$ cat config.mk
export PLATFORM = sky130hd
export DESIGN_NAME = alu_share_arbiter
export DESIGN_NICKNAME = d
export VERILOG_FILES = /design/src/rtl/alu_share_arbiter.sv
export SDC_FILE = /design/constraint.sdc
export NUM_CORES = 1
export LEC_CHECK = 0
export BUFFER_PORTS_ARGS = -buffer_cell sky130_fd_sc_hd__buf_4
export CORE_MARGIN = 2
export CORE_UTILIZATION = 44
export DETAILED_ROUTE_END_ITERATION = 10
export PLACE_DENSITY = 0.8
export RECOVER_POWER = 100
export SYNTH_ARGS = -nofsm -noshare
export SYNTH_HDL_FRONTEND = slang
export SYNTH_SLANG_ARGS = --single-unit
$ cat constraint.sdc
create_clock -name clk -period 1.98 [get_ports clk]
set_clock_uncertainty 0.05 [all_clocks]
set_input_delay 0.396 -clock clk [delete_from_list [all_inputs] [get_ports clk]]
set_output_delay 0.396 -clock clk [all_outputs]
set_load 0.01 [all_outputs]
$ cat src/rtl/alu_share_arbiter.sv
// alu_share_arbiter: shares one single-cycle ALU between two requesters.
// A requester is granted in IDLE. Its operands are registered and driven to
// the ALU for one cycle (EXEC). The result is captured and held in RESP
// until the owner accepts it.
// Optional feature macro: ALU_ARB_RR_EN selects round-robin arbitration.
// Without it, req0 has fixed priority.
//
// state | meaning
// IDLE  | waiting for a request, grant issued combinationally
// EXEC  | registered operands on the ALU, result captured on the edge
// RESP  | response held for the owner until its rsp ready
module alu_share_arbiter (
    input  logic        clk,
    input  logic        rst_n,
    input  logic        req0_valid,
    output logic        req0_ready,
    input  logic [31:0] req0_a,
    input  logic [31:0] req0_b,
    input  logic [3:0]  req0_op,
    input  logic        req1_valid,
    output logic        req1_ready,
    input  logic [31:0] req1_a,
    input  logic [31:0] req1_b,
    input  logic [3:0]  req1_op,
    output logic        rsp0_valid,
    input  logic        rsp0_ready,
    output logic        rsp1_valid,
    input  logic        rsp1_ready,
    output logic [31:0] rsp_result,
    output logic        rsp_zero,
    output logic [31:0] alu_a,
    output logic [31:0] alu_b,
    output logic [3:0]  alu_control,
    input  logic [31:0] alu_result,
    input  logic        alu_zero
);

    typedef enum logic [1:0] {
        S_IDLE = 2'd0,
        S_EXEC = 2'd1,
        S_RESP = 2'd2
    } state_t;

    state_t      r_state;
    state_t      w_state_next;
    logic        r_owner;
    logic [31:0] r_alu_a;
    logic [31:0] r_alu_b;
    logic [3:0]  r_alu_control;
    logic [31:0] r_rsp_result;
    logic        r_rsp_zero;

    logic        w_any_req;
    logic        w_win1;
    logic        w_owner_rsp_ready;

    assign w_any_req         = req0_valid | req1_valid;
    assign w_owner_rsp_ready = r_owner ? rsp1_ready : rsp0_ready;

`ifdef ALU_ARB_RR_EN
    logic r_last;

    // Last-served pointer; reset to requester 1 so requester 0 wins first
    always_ff @(posedge clk or negedge rst_n) begin
        if (!rst_n) begin
            r_last <= 1'b1;
        end else if (r_state == S_RESP && w_owner_rsp_ready) begin
            r_last <= r_owner;
        end
    end

    // On a collision, the requester that was not served last wins
    assign w_win1 = req1_valid & (~req0_valid | ~r_last);
`else
    // Fixed priority: requester 1 wins only when requester 0 is idle
    assign w_win1 = req1_valid & ~req0_valid;
`endif

    // State register
    always_ff @(posedge clk or negedge rst_n) begin
        if (!rst_n) begin
            r_state <= S_IDLE;
        end else begin
            r_state <= w_state_next;
        end
    end

    // Next-state logic
    always_comb begin
        w_state_next = r_state;
        case (r_state)
            S_IDLE:  if (w_any_req) w_state_next = S_EXEC;
            S_EXEC:  w_state_next = S_RESP;
            S_RESP:  if (w_owner_rsp_ready) w_state_next = S_IDLE;
            default: w_state_next = S_IDLE;
        endcase
    end

    // Handshake outputs; grants are also gated by rst_n so none appear during reset
    always_comb begin
        req0_ready = 1'b0;
        req1_ready = 1'b0;
        rsp0_valid = 1'b0;
        rsp1_valid = 1'b0;
        case (r_state)
            S_IDLE: begin
                req0_ready = rst_n & req0_valid & ~w_win1;
                req1_ready = rst_n & w_win1;
            end
            S_RESP: begin
                rsp0_valid = ~r_owner;
                rsp1_valid = r_owner;
            end
            default: ;
        endcase
    end

    // Datapath: latch the winner's operands on grant, capture the ALU result in EXEC
    always_ff @(posedge clk or negedge rst_n) begin
        if (!rst_n) begin
            r_owner       <= 1'b0;
            r_alu_a       <= 32'd0;
            r_alu_b       <= 32'd0;
            r_alu_control <= 4'b0000;
            r_rsp_result  <= 32'd0;
            r_rsp_zero    <= 1'b0;
        end else begin
            if (r_state == S_IDLE && w_any_req) begin
                r_owner       <= w_win1;
                r_alu_a       <= w_win1 ? req1_a  : req0_a;
                r_alu_b       <= w_win1 ? req1_b  : req0_b;
                r_alu_control <= w_win1 ? req1_op : req0_op;
            end
            if (r_state == S_EXEC) begin
                // A zero flag forces a zero result, so compare results are deterministic
                r_rsp_result <= alu_zero ? 32'd0 : alu_result;
                r_rsp_zero   <= alu_zero;
            end
        end
    end

    assign alu_a       = r_alu_a;
    assign alu_b       = r_alu_b;
    assign alu_control = r_alu_control;
    assign rsp_result  = r_rsp_result;
    assign rsp_zero    = r_rsp_zero;

endmodule

# Word level (Yosys, flattened, before mapping)
# Cells that the tools add are included.
# W data, S select, Z words.
totals:
  ff_bits: 104
  inputBits: 175
op_classes:
  n_eq_ne: 4
  muxes: 12
  n_bitwise: 8
  reduce_logical: 3
ops:
  columns: ["op", "count"]
  rows:
  - ["$mux W32", 3]
  - ["$pmux W2 S3", 1]
  - ["$mux W1", 5]
  - ["$and A1 B1 Y1", 4]
  - ["$mux W2", 2]
  - ["$mux W4", 1]
  - ["$ne A2 B2 Y1 const B", 2]
  - ["$not A1 Y1", 3]
  - ["$eq A2 B1 Y1 const B", 1]
  - ["$eq A2 B2 Y1 const B", 1]
  - ["$logic_not A2 Y1", 1]
  - ["$reduce_and A2 Y1", 1]
  - ["$logic_and A1 B1 Y1", 1]
  - ["$or A1 B1 Y1", 1]

# Longest topological paths before layout
depth:
  ltp_word: 5
  depth_mapped: 6
  depth_no_buf: 3

# Least setup slack after synthesis
# Ideal clock, no wire load.
synth_path:
  path_kind: "register to register"
  start: "register r_state[1]"
  end: "register r_alu_a[0] (netlist: alu_a[0])"
  t_arrival_ns: 1.458
  slack_ns: 0.347
  stages_incl_launch_ff: 7
  synth_period_minus_slack_ns: 1.633
  cell_sequence: "dfrtp_1 nor2_1 o21a_1 buf_2 buf_4 buf_6 mux2_4"
synth_between:
  elab_chain_len: 2
synth_lines:
  columns: ["element", "line_no", "rtl"]
  rows:
  - ["from (decl)", "44", "state_t r_state;"]
  - ["from (signal assigned)", "84", "r_state <= w_state_next;"]
  - ["$logic_not A2 Y1", "128", "if (r_state == S_IDLE && w_any_req) begin"]
  - ["$logic_and A1 B1 Y1", "128", null]
  - ["to (signal assigned)", "130", "r_alu_a <= w_win1 ? req1_a : req0_a;"]
  - ["to (decl)", "47", "logic [31:0] r_alu_a;"]
# No other way between the ends.
# A chain may end at the register's enable or synchronous reset.

# Worst setup path in the final report
layout_path:
  start: "register r_state[1]"
  end: "output req0_ready"
layout_between:
  elab_chain_len: 2
layout_lines:
  columns: ["element", "line_no", "rtl"]
  rows:
  - ["$logic_not A2 Y1", "105", "case (r_state)"]
  - ["$mux W1", "105", null]
  - ["to (decl)", "16", "output logic req0_ready,"]
# No other way between the ends.

==> results.py <==
metrics = {
    "timing": {
        "max_freq_mhz": 530.7,
        "setup_violations": 0,
        "relSlewSlack": 0.08996,
        "rsz0062_at_grt": "no",
        "hold_slack_ps": 170.0,
        "final_max_slew_viol_count": 0,
        "hold_violations": 0,
        "finalCritPeriodShare": 0.9517,
        "fin_ws_ps": 95.57,
        "setup_tns_ps": 0,
        "worstMarginPinSlew_ps": 1365,
        "final.min_clock_period_ps": 1884,
    },
    "synth": {
        "yosysWarnings": 0,
        "ys_ff_latch": 104,
        "synthMuxAreaShare": 0.3291,
        "synthXorXnorAreaFrac": 0,
        "yosys-top-cells-area": "dfrtp_1 53%, mux2_2 27%, mux2_4 5.5%",
        "syn_avg_cell_area_sq_um": 13.03,
        "synth_nets": 553,
        "netlist-cell-type-count": 17,
        "synth.largest_area_cell": "dfrtp_1",
        "synth_top_family_by_area": "multiplexers",
        "ys_seq_area_frac": 0.5282,
        "synth_compound_area_frac": 0.03707,
        "synthCells": 378,
        "synthAdderAreaFrac": 0,
        "synth.top_cell.area_share": 0.5282,
        "synth_simple_gate_area_frac": 0.07542,
        "syn_area_sq_um": 4927,
    },
    "setup_path": {
        "crit_path_frequent_cell": "buf_4",
        "start_kind": "flop",
        "cp_max_fo": 4,
        "crit_slowest_cell": "dfrtp_1",
        "critPathArrivalTime_ps": 1440,
        "crit_chain": "nor2_1 > buf_4 > and3_1 > buf_4",
        "crit_required_ps": 1530,
        "timing.reg2reg.setup_slack_ps": 160,
        "slowest_delay_ps": 400,
        "endpoint_kind": "primary output",
        "critPathKind": "reg -> out",
    },
    "clock_network": {
        "cts_root_buf": "clkbuf_8",
        "clk_pin_slew_ps": 100,
        "cts_max_level": 3,
        "cts_hold_buf": 0,
        "cts.sinks": 104,
        "insertion_delay_ps": 360,
        "cts_buffers": 9,
        "clk_path_buf_depth": 2,
        "post_cts_resized": 0,
        "cts_tree": "yes",
        "cts_setup_buffers": 0,
    },
    "final_layout": {
        "final_nets": 831,
        "drive_above_1_share": 0.5068,
        "multiInputGateArea_sq_um": 2153,
        "regArea_sq_um": 2603,
        "syn2layout_area_growth_pct": 41.62,
        "n_antenna_cell": 0,
        "fillers": 967,
        "utilization": 0.6409,
    },
    "power": {
        "p_leak_nw": 3.218,
        "internal-power_mw": 5.600,
        "peakVddDrop_mv": 0.6681,
        "switching_share": 0.3643,
        "power_density_nw_per_um2": 1262,
        "switchingPower_mw": 3.209,
        "p_clk_frac": 0.169,
        "report.power.total_mw": 8.809,
        "pwr-share-seq": 0.414,
        "combPwrFrac": 0.417,
    },
    "place": {
        "gp_congestion": 0.7996,
        "dp_hpwl_microns": 10930,
        "portBuffers": 279,
        "dp_slack_ps": 156.7,
    },
    "floorplan": {
        "die_x_microns": 109.8,
        "coreArea_sq_um": 10890,
        "rows": 38,
        "initial_core_util": 0.4525,
        "die_h_microns": 109.8,
        "ios": 280,
        "dieArea_sq_um": 12060,
    },
    "routing": {
        "ant_nets": 0,
        "vias_per_cell": 4.870,
        "vias": 3901,
        "dr.pass1.iters": 4,
        "drt_iter0_drc": 105,
        "wl_per_cell_microns": 17.14,
        "wl_microns": 13730,
        "drc": 0,
    },
    "global_route": {
        "antenna_found_initial": 0,
        "grt_pass1_wl_microns": 20390,
        "grt_pass1_vias": 4187,
        "track_usage": 0.2244,
        "grt-ovfl-total": 0,
        "grt_start_max_net_pins": 56,
    },
    "status": {
        "status": "complete, no violations",
    },
    "run": {
        "maxCapViolCount": 0,
    },
    "worst_hold_path": {
        "min_path_type": "in -> reg",
    },
}
## cells in the mapped netlist (all sizes together)
library cell	n
nand2b	35
nand2	33
o21a	1
and3	1
a21oi	2
mux2	138
inv	1
buf	17
clkbuf	9
dfrtp	104
nor2	4
o21ai	33
## registers in the layout (all words and copies together), names as in the netlist
register,cells
alu_a,32
alu_b,32
rsp_result,32
alu_control,4
r_state,2
r_owner,1
rsp_zero,1
## power groups by stage
stage	Clock [mW]	Combinational, mW	Sequential (mW)
finish	1.49	3.68	3.64
floorplan	0	1.88	4.09
global placement	0	4.61	3.67
CTS	1.53	4.73	3.69
detailed placement	0	4.74	3.71
global route	1.61	4.03	3.77
## cells in the final DEF (no fill, tap or decap), drive strengths merged
cell type  count
and3           1
dfrtp        104
nand2b        35
inv            2
clkinv         3
mux2         138
o21a           1
a21oi          2
buf          181
o21ai         33
clkbuf       122
nand2         33
bufinv         2
nor2           4
## cell families after synthesis
logic type	count (synthesis)
muxes	138
DFF	104
and+or+nand+nor	73
AOI/OAI and AO/OA	36
buffers and inverters	27
## per-stage QoR
step / std cells / area [sq um]
2_1_floorplan: 378 / 4927
3_3_place_gp: 785 / 7229
3_5_place_dp: 785 / 7229
4_1_cts: 801 / 7458
5_1_grt: 801 / 6978
6_report: 801 / 6978
## path summary, 6_finish.rpt
kind | start | to | depth (start not counted)
worst max-delay path | r_state[1]$_DFFE_PN0P_ | req0_ready | 4
worst min-delay path | req0_valid | r_owner$_DFFE_PN0P_ | 2
worst max register to register | r_state[1]$_DFFE_PN0P_ | alu_a[29]$_DFFE_PN0P_ | 4
worst min register to register | rsp_result[25]$_DFFE_PN0N_ | rsp_result[25]$_DFFE_PN0N_ | 2
max in group asynchronous | rst_n | alu_b[4]$_DFFE_PN0P_ | 2
min in group asynchronous | rst_n | rsp_result[2]$_DFFE_PN0N_ | 2
## routing by layer
layer / GRT usage / wire length, microns
met4: 0.09313 / 331
met3: 0.07410 / 1320
met5: 0 / 0
met2: 0.4093 / 7158
met1: 0.2348 / 4916
## critical path: cells and delay by family (launching register included)
kind	cells	cell delay [ps]
buf+inv	2	290
flops	1	400
simple gates	2	380
## cell type report
cell class | instances | share of cell area
clock buffers | 10 | 0.01972
clock inverters | 6 | 0.01309
inverters | 1 | 0.0005379
multi-input cells | 247 | 0.3086
flip-flops and latches | 104 | 0.3730
well taps | 140 | 0.02510
repair buffers | 293 | 0.2600
Power figures use the tool's default switching activity.
